==> config.mk <==
export PLATFORM = sky130hd
export DESIGN_NAME = arbitro_destino
export DESIGN_NICKNAME = d
export VERILOG_FILES = /design/src/rtl/arbitro_destino.sv
export SDC_FILE = /design/constraint.sdc
export NUM_CORES = 1
export LEC_CHECK = 0
export BUFFER_PORTS_ARGS = -buffer_cell sky130_fd_sc_hd__clkbuf_2
export CORE_UTILIZATION = 41
export CTS_BUF_LIST = sky130_fd_sc_hd__clkbuf_8
export DETAILED_ROUTE_END_ITERATION = 8
export PLACE_DENSITY_LB_ADDON = 0.1
export SYNTH_ARGS = -nofsm -noshare
export SYNTH_HDL_FRONTEND = slang
export SYNTH_SLANG_ARGS = --single-unit
export TNS_END_PERCENT = 5
==> constraint.sdc <==
create_clock -name clk -period 2.7 [get_ports clk]
set_clock_uncertainty 0.05 [all_clocks]
set_input_delay 0.54 -clock clk [delete_from_list [all_inputs] [get_ports clk]]
set_output_delay 0.54 -clock clk [all_outputs]
set_load 0.005 [all_outputs]
==> src/rtl/arbitro_destino.sv <==
// Output stage of the router: drains four first-word-fall-through class FIFOs and routes
// each head word to its destination FIFO. Define ARB_STRICT_PRIO_EN for fixed priority 0>1>2>3.
module arbitro_destino #(
  parameter int WORD_SIZE = 12
) (
  input  logic                   clk,
  input  logic                   reset,
  input  logic [4*WORD_SIZE-1:0] data_in,
  input  logic [3:0]             fifos_empty,
  input  logic [3:0]             dest_almost_full,
  output logic [3:0]             pop,
  output logic [3:0]             push,
  output logic [WORD_SIZE-1:0]   data_out,
  output logic [4:0]             cuenta_dest,
  output logic                   idle
);

  logic [3:0]           pop_q, pop_d;
  logic [3:0]           push_q, push_d;
  logic [WORD_SIZE-1:0] data_out_q, data_out_d;
  logic [4:0]           cuenta_q, cuenta_d;
  logic [1:0]           last_q, last_d;
  logic                 idle_q, idle_d;

  logic [WORD_SIZE-1:0] head [4];
  logic [1:0]           dest [4];
  logic [3:0]           eligible;
  logic                 found;
  logic [1:0]           gnt;
  logic [1:0]           idx;

  // A head whose pop is already in flight is stale and must not be granted again.
  always_comb begin
    for (int k = 0; k < 4; k++) begin
      head[k]     = data_in[k*WORD_SIZE +: WORD_SIZE];
      dest[k]     = head[k][WORD_SIZE-3:WORD_SIZE-4];
      eligible[k] = !fifos_empty[k] && !pop_q[k] && !dest_almost_full[dest[k]];
    end
  end

  // NOTE: every variable written here gets a default first, so no latch is inferred.
  always_comb begin
    found = 1'b0;
    gnt   = 2'd0;
    idx   = 2'd0;
    for (int i = 0; i < 4; i++) begin
`ifdef ARB_STRICT_PRIO_EN
      idx = 2'(i);
`else
      idx = last_q + 2'(i + 1);
`endif
      if (!found && eligible[idx]) begin
        found = 1'b1;
        gnt   = idx;
      end
    end
  end

  always_comb begin
    pop_d      = 4'b0000;
    push_d     = 4'b0000;
    data_out_d = data_out_q;
    cuenta_d   = cuenta_q;
    last_d     = last_q;
    if (found) begin
      pop_d      = 4'b0001 << gnt;
      push_d     = 4'b0001 << dest[gnt];
      data_out_d = head[gnt];
      cuenta_d   = cuenta_q + 5'd1;
`ifndef ARB_STRICT_PRIO_EN
      last_d     = gnt;
`endif
    end
    idle_d = (&fifos_empty) && (push_d == 4'b0000);
  end

  // NOTE: reset is synchronous, so it is sampled inside the clocked branch only;
  // state uses non-blocking assignments so all flops update together at the edge.
  always_ff @(posedge clk) begin
    if (!reset) begin
      pop_q      <= 4'b0000;
      push_q     <= 4'b0000;
      data_out_q <= '0;
      cuenta_q   <= 5'd0;
      last_q     <= 2'd3;
      idle_q     <= 1'b1;
    end else begin
      pop_q      <= pop_d;
      push_q     <= push_d;
      data_out_q <= data_out_d;
      cuenta_q   <= cuenta_d;
      last_q     <= last_d;
      idle_q     <= idle_d;
    end
  end

  assign pop         = pop_q;
  assign push        = push_q;
  assign data_out    = data_out_q;
  assign cuenta_dest = cuenta_q;
  assign idle        = idle_q;

endmodule

# Word level (Yosys, flattened, before mapping)
# Index checks and enable logic that the tools add are counted.
[word_totals] ff_bits=28 inputBits=58 out_inout_bits=26 word_cells=83
[classes] n_addsub=4 order_cmp=9 shift=2 mux=31 bitwise_logic=1 reduce_logical=30
[op_table] cell="$bmux W12 S2" n=1
[op_table] cell="$lt A2 B3 Y1 const B" n=8
[op_table] cell="$mux W12" n=2
[op_table] cell="$bmux W1 S2" n=8
[op_table] cell="$logic_not A1 Y1" n=15
[op_table] cell="$logic_and A1 B1 Y1" n=12
[op_table] cell="$mux W1" n=12
[op_table] cell="$mux W2" n=6
[op_table] cell="$shl A1 B2 Y4 const A" n=2
[op_table] cell="$add A5 B1 Y5 const B" n=1
[op_table] cell="$add A2 B2 Y2 const B" n=2
[op_table] cell="$bmux W2 S2" n=1
[op_table] cell="$logic_not A4 Y1" n=1
[op_table] cell="$mux W4" n=1
[op_table] cell="$reduce_and A4 Y1" n=1
[op_table] cell="$ge A3 B3 Y1 const B" n=1
[op_table] cell="$not A2 Y3" n=1
[op_table] cell="$add A2 B1 Y2 const B" n=1
[op_table] cell="$reduce_and A2 Y1" n=1

# Depth between registers and ports, before layout
[logic_depth] depth_word=24 depth_mapped=9 ltp_nobuf=7

# Least setup slack after synthesis
# OpenSTA, ideal clock, no wires.
[synth_path] kind="input to register" from="in data_in[20]" to="reg data_out_q[0], in the netlist data_out[0]" setup_ns=0.137 arrival_time_ns=2.484 required_time_ns=2.513 slack_ns=0.029 cell_stages=9 path_buffers=2 path_cell_list="mux4_2 -> or3_1 -> buf_2 -> o221ai_1 -> a22o_2 -> buf_4 -> mux2_1 -> o221ai_1 -> a31oi_1"
[synth_via] elab_chain_cells=20 word_cells_on_any_way=30 classes_between="mux (21); bitwise (1); reduce/logical (8)"
[synth_rtl] item="start, declared" line="8" rtl="input logic [4*WORD_SIZE-1:0] data_in,"
[synth_rtl] item="$bmux W1 S2 (*)" line="37" rtl="eligible[k] = !fifos_empty[k] && !pop_q[k] && !dest_almost_full[dest[k]];"
[synth_rtl] item="$mux W1 (not written as such) (*)" line="37"
[synth_rtl] item="$logic_not A1 Y1 (*)" line="37"
[synth_rtl] item="$logic_and A1 B1 Y1 (*)" line="37"
[synth_rtl] item="$bmux W1 S2" line="52" rtl="if (!found && eligible[idx]) begin"
[synth_rtl] item="$mux W1 (not written as such)" line="52"
[synth_rtl] item="$mux W1" line="52"
[synth_rtl] item="$logic_not A1 Y1" line="52"
[synth_rtl] item="[... 3 more ...]"
[synth_rtl] item="$logic_and A1 B1 Y1" line="52"
[synth_rtl] item="$mux W1" line="52"
[synth_rtl] item="$logic_not A1 Y1" line="52"
[synth_rtl] item="$logic_and A1 B1 Y1" line="52"
[synth_rtl] item="$mux W2" line="52"
[synth_rtl] item="$not A2 Y3 (not written as such)" line="68" rtl="data_out_d = head[gnt];"
[synth_rtl] item="$bmux W12 S2" line="68"
[synth_rtl] item="$mux W12 (not written as such) (2 in series)" line="68"
[synth_rtl] item="end signal, assigned" line="90" rtl="data_out_q <= data_out_d;"
[synth_rtl] item="end, declared" line="20" rtl="logic [WORD_SIZE-1:0] data_out_q, data_out_d;"
# Every way passes the cells marked *; elsewhere a longest branch is shown, timed or not. The select of a mux whose other input is x is not followed.
# A chain may end at the register's enable or synchronous reset.

# Worst setup path in the final report
[layout_path] from="in data_in[20]" to="reg data_out_q[1], in the netlist data_out[1]"
# Same word-level chain as after synthesis.

==> run metrics <==
total track usage a little under a fifth; sequential fraction of the synthesis area between 30% and 40%; postcts setup bufs 0; Inserted Diodes 0; # H-tree levels 1; # clock sinks 28; fin crit period 2.586 ns; share of flip-flops with an asynchronous set or reset 0%; pre-CTS setup slack -0.2111 ns; EDFF count, synth 0; final hold vios 0; Worst Hold Path EP data_out[5]$_SDFFE_PN0P_; CP arrival 2.69 ns; CTS tree built; Yosys reg bits 28; MaxCap Viol Count 0; Initial Util 44.20%; Net Count, Synth 204; DR WL/cell 12.80 um; worst-margin pin slew slightly above 0.5 ns; Final HPWL DP 2814 um; final hold slack 0.4298 ns; Final TNS setup 0 ns; HP Class reg2reg; Max Transition Viols Final 0; Core Region 3442 um^2; first-pass GRT wire length 6078 um; vias in the first global route 1424; most frequent cells in the layout clkbuf_2 (83), dfxtp_1 (28), mux2i_1 (22); status finished, final reports clean; drt total wl about 3600 um; clock tree buffer depth 2; most frequent CP cell o221ai_1; FF-to-FF Start pop[3]$_SDFF_PN0_; DRT Pass-1 Iters 4; Primary FF master, synth dfxtp_1; DRC Markers 0; crit path max fanout 19; Worst Path Buf+Inv 2; warnings from Yosys 0; CP Cell Sequence clkbuf_2 -> mux4_2 -> or3_4 -> o221ai_1 -> a22o_2 -> buf_12 -> mux2_1 -> o221ai_1 -> a31oi_1; final core utilization 60.89%; setup violators final 0; cell family with most CP delay multiplexers; synth unique cells 36; nature of the critical path startpoint primary input; hold_sp data_out[5]$_SDFFE_PN0P_; RSZ-0062 raised after global routing false; cell at the root of the clock tree clkbuf_8; Mapped Cells 145; FF-to-FF setup slack about 0.54 ns; Nets roughly 300; layout cells sized above 1 50.00%; Num CTS Buffers 3; pwr dens 604.5 nW/um^2; Die Y-Extent 62.92 um; CP peak stage delay about 0.52 ns; R2R cell count 8; Pwr Total around 1.3 mW; Post-DRT Antenna Nets 0; vias per std cell 5.132; mapped cell area 1521 um^2; total vias in the final route approximately 1.4k; Die Span X 62.92 um; most common cell after layout, fill and taps aside clkbuf_2; pin count of the biggest net entering global routing 23; f_max 0.3867 GHz; worst setup margin 0.1142 ns; Port Buf Inserts 83; crit path max-delay cell type mux4_2; Core Rows 21; clk_lat worst skew 0.26 ns; I/O pin total 84; GPL Wtd Cong between 0.8 and 0.9; number of fill cells in the layout around 320; relative slew slack between 60% and 70%; Worst setup EP type flop; Syn Area/Cell between 10 and 15 um^2; synthesis-to-finish area growth 37.75%; initial antenna violation count 0; leakage power 1.053 nW; gr ovfl total 0; maximum vdd drop between 0.3 and 0.4 mV; Final Cycle Share 95.77%; starting DRC count in detailed routing 37; die area about 4000 um^2; WS Path Type in2reg; Clock transition at path regs 0.09 ns; worst r2r dst data_out[1]$_SDFFE_PN0P_; WHS Path Cells 2; Critical Path RT 2.81 ns
## state kept, by name, indices dropped and copies added, names as in the netlist
signal,flops
data_out,12
cuenta_dest,5
pop,4
push,4
last_q,2
idle,1
## area by class of cell
cell class	instances	area (um^2)	area share, %
clock buffer	3	41.29	1.970
inverter	2	7.507	0.3582
multi-input combinational	104	895.9	42.75
sequential	28	560.5	26.75
tap	46	57.56	2.746
timing repair buffer	97	533.0	25.43
## metal layers
metal	track usage, %	vias to the layer above	wire length, um
met1	21.48	644	1552
met3	5.109	2	264
met4	3.779	0	13
met5	0	-	0
met2	34.95	59	1753
li1	-	732	-
## cell usage after synthesis (4+ instances only)
cell type  instances  area share, %
mux2_1             4            3.0
mux2_2             8            5.9
nand2_1           11            2.7
mux2i_1           22             14
o221ai_1           8            4.6
nor3_1             5            1.6
o22ai_1            7            2.9
clkbuf_1           5            1.2
dfxtp_1           28             37
and2_1             4            1.6
a31oi_1            5            2.1
## worst max path at each step
stage                        startpoint                        to  slack (ns)  depth (start not counted)
floorplan                   data_in[20]  data_out[0]$_SDFFE_PN0P_        0.03                          9
global placement            data_in[20]        push[2]$_SDFF_PN0_       -0.12                          8
detailed placement          data_in[20]  data_out[1]$_SDFFE_PN0P_       -0.21                          9
CTS                         data_in[20]  data_out[1]$_SDFFE_PN0P_        0.08                          9
global route        dest_almost_full[0]  data_out[1]$_SDFFE_PN0P_        0.03                         10
finish                      data_in[20]  data_out[1]$_SDFFE_PN0P_        0.11                          9
## cell families (layout without fill, tap and decap cells)
group | count (synthesis) | count (layout) | share of synthesized area [%]
simple gates | 37 | 37 | 14.39
mux | 37 | 37 | 27.80
buf+inv | 13 | 102 | 4.605
flops | 28 | 28 | 36.84
fa+ha+maj | 1 | 1 | 0.8222
compound gates | 25 | 25 | 13.24
xor+xnor | 4 | 4 | 2.303
## what timing repair did
item	in CTS	in global routing
hold buffers	0	0
resized for setup	0	1
endpoints found under the setup margin	0	1
## stage by stage
step	area (um^2)	instances
2_1_floorplan	1521	145
3_3_place_gp	2049	277
3_5_place_dp	2049	277
4_1_cts	2091	280
5_1_grt	2096	280
6_report	2096	280
## where the power goes
part | total [mW] | internal [mW] | switching (mW) | leakage [nW]
clock network | 0.216 | 0.0998 | 0.116 | 0.0216
logic | 0.526 | 0.291 | 0.236 | 0.801
registers | 0.525 | 0.479 | 0.0455 | 0.231
total | 1.27 | 0.870 | 0.397 | 1.05
## worst reg2reg max path, cell delays in order (launching register included)
cell	delay (ns)
dfxtp_1	0.36
nor3b_1	0.06
a22oi_1	0.41
o221ai_1	0.16
a22o_2	0.28
buf_12	0.16
mux2_1	0.33
o221ai_1	0.18
a31oi_1	0.06
Power figures use the tool's default switching activity.
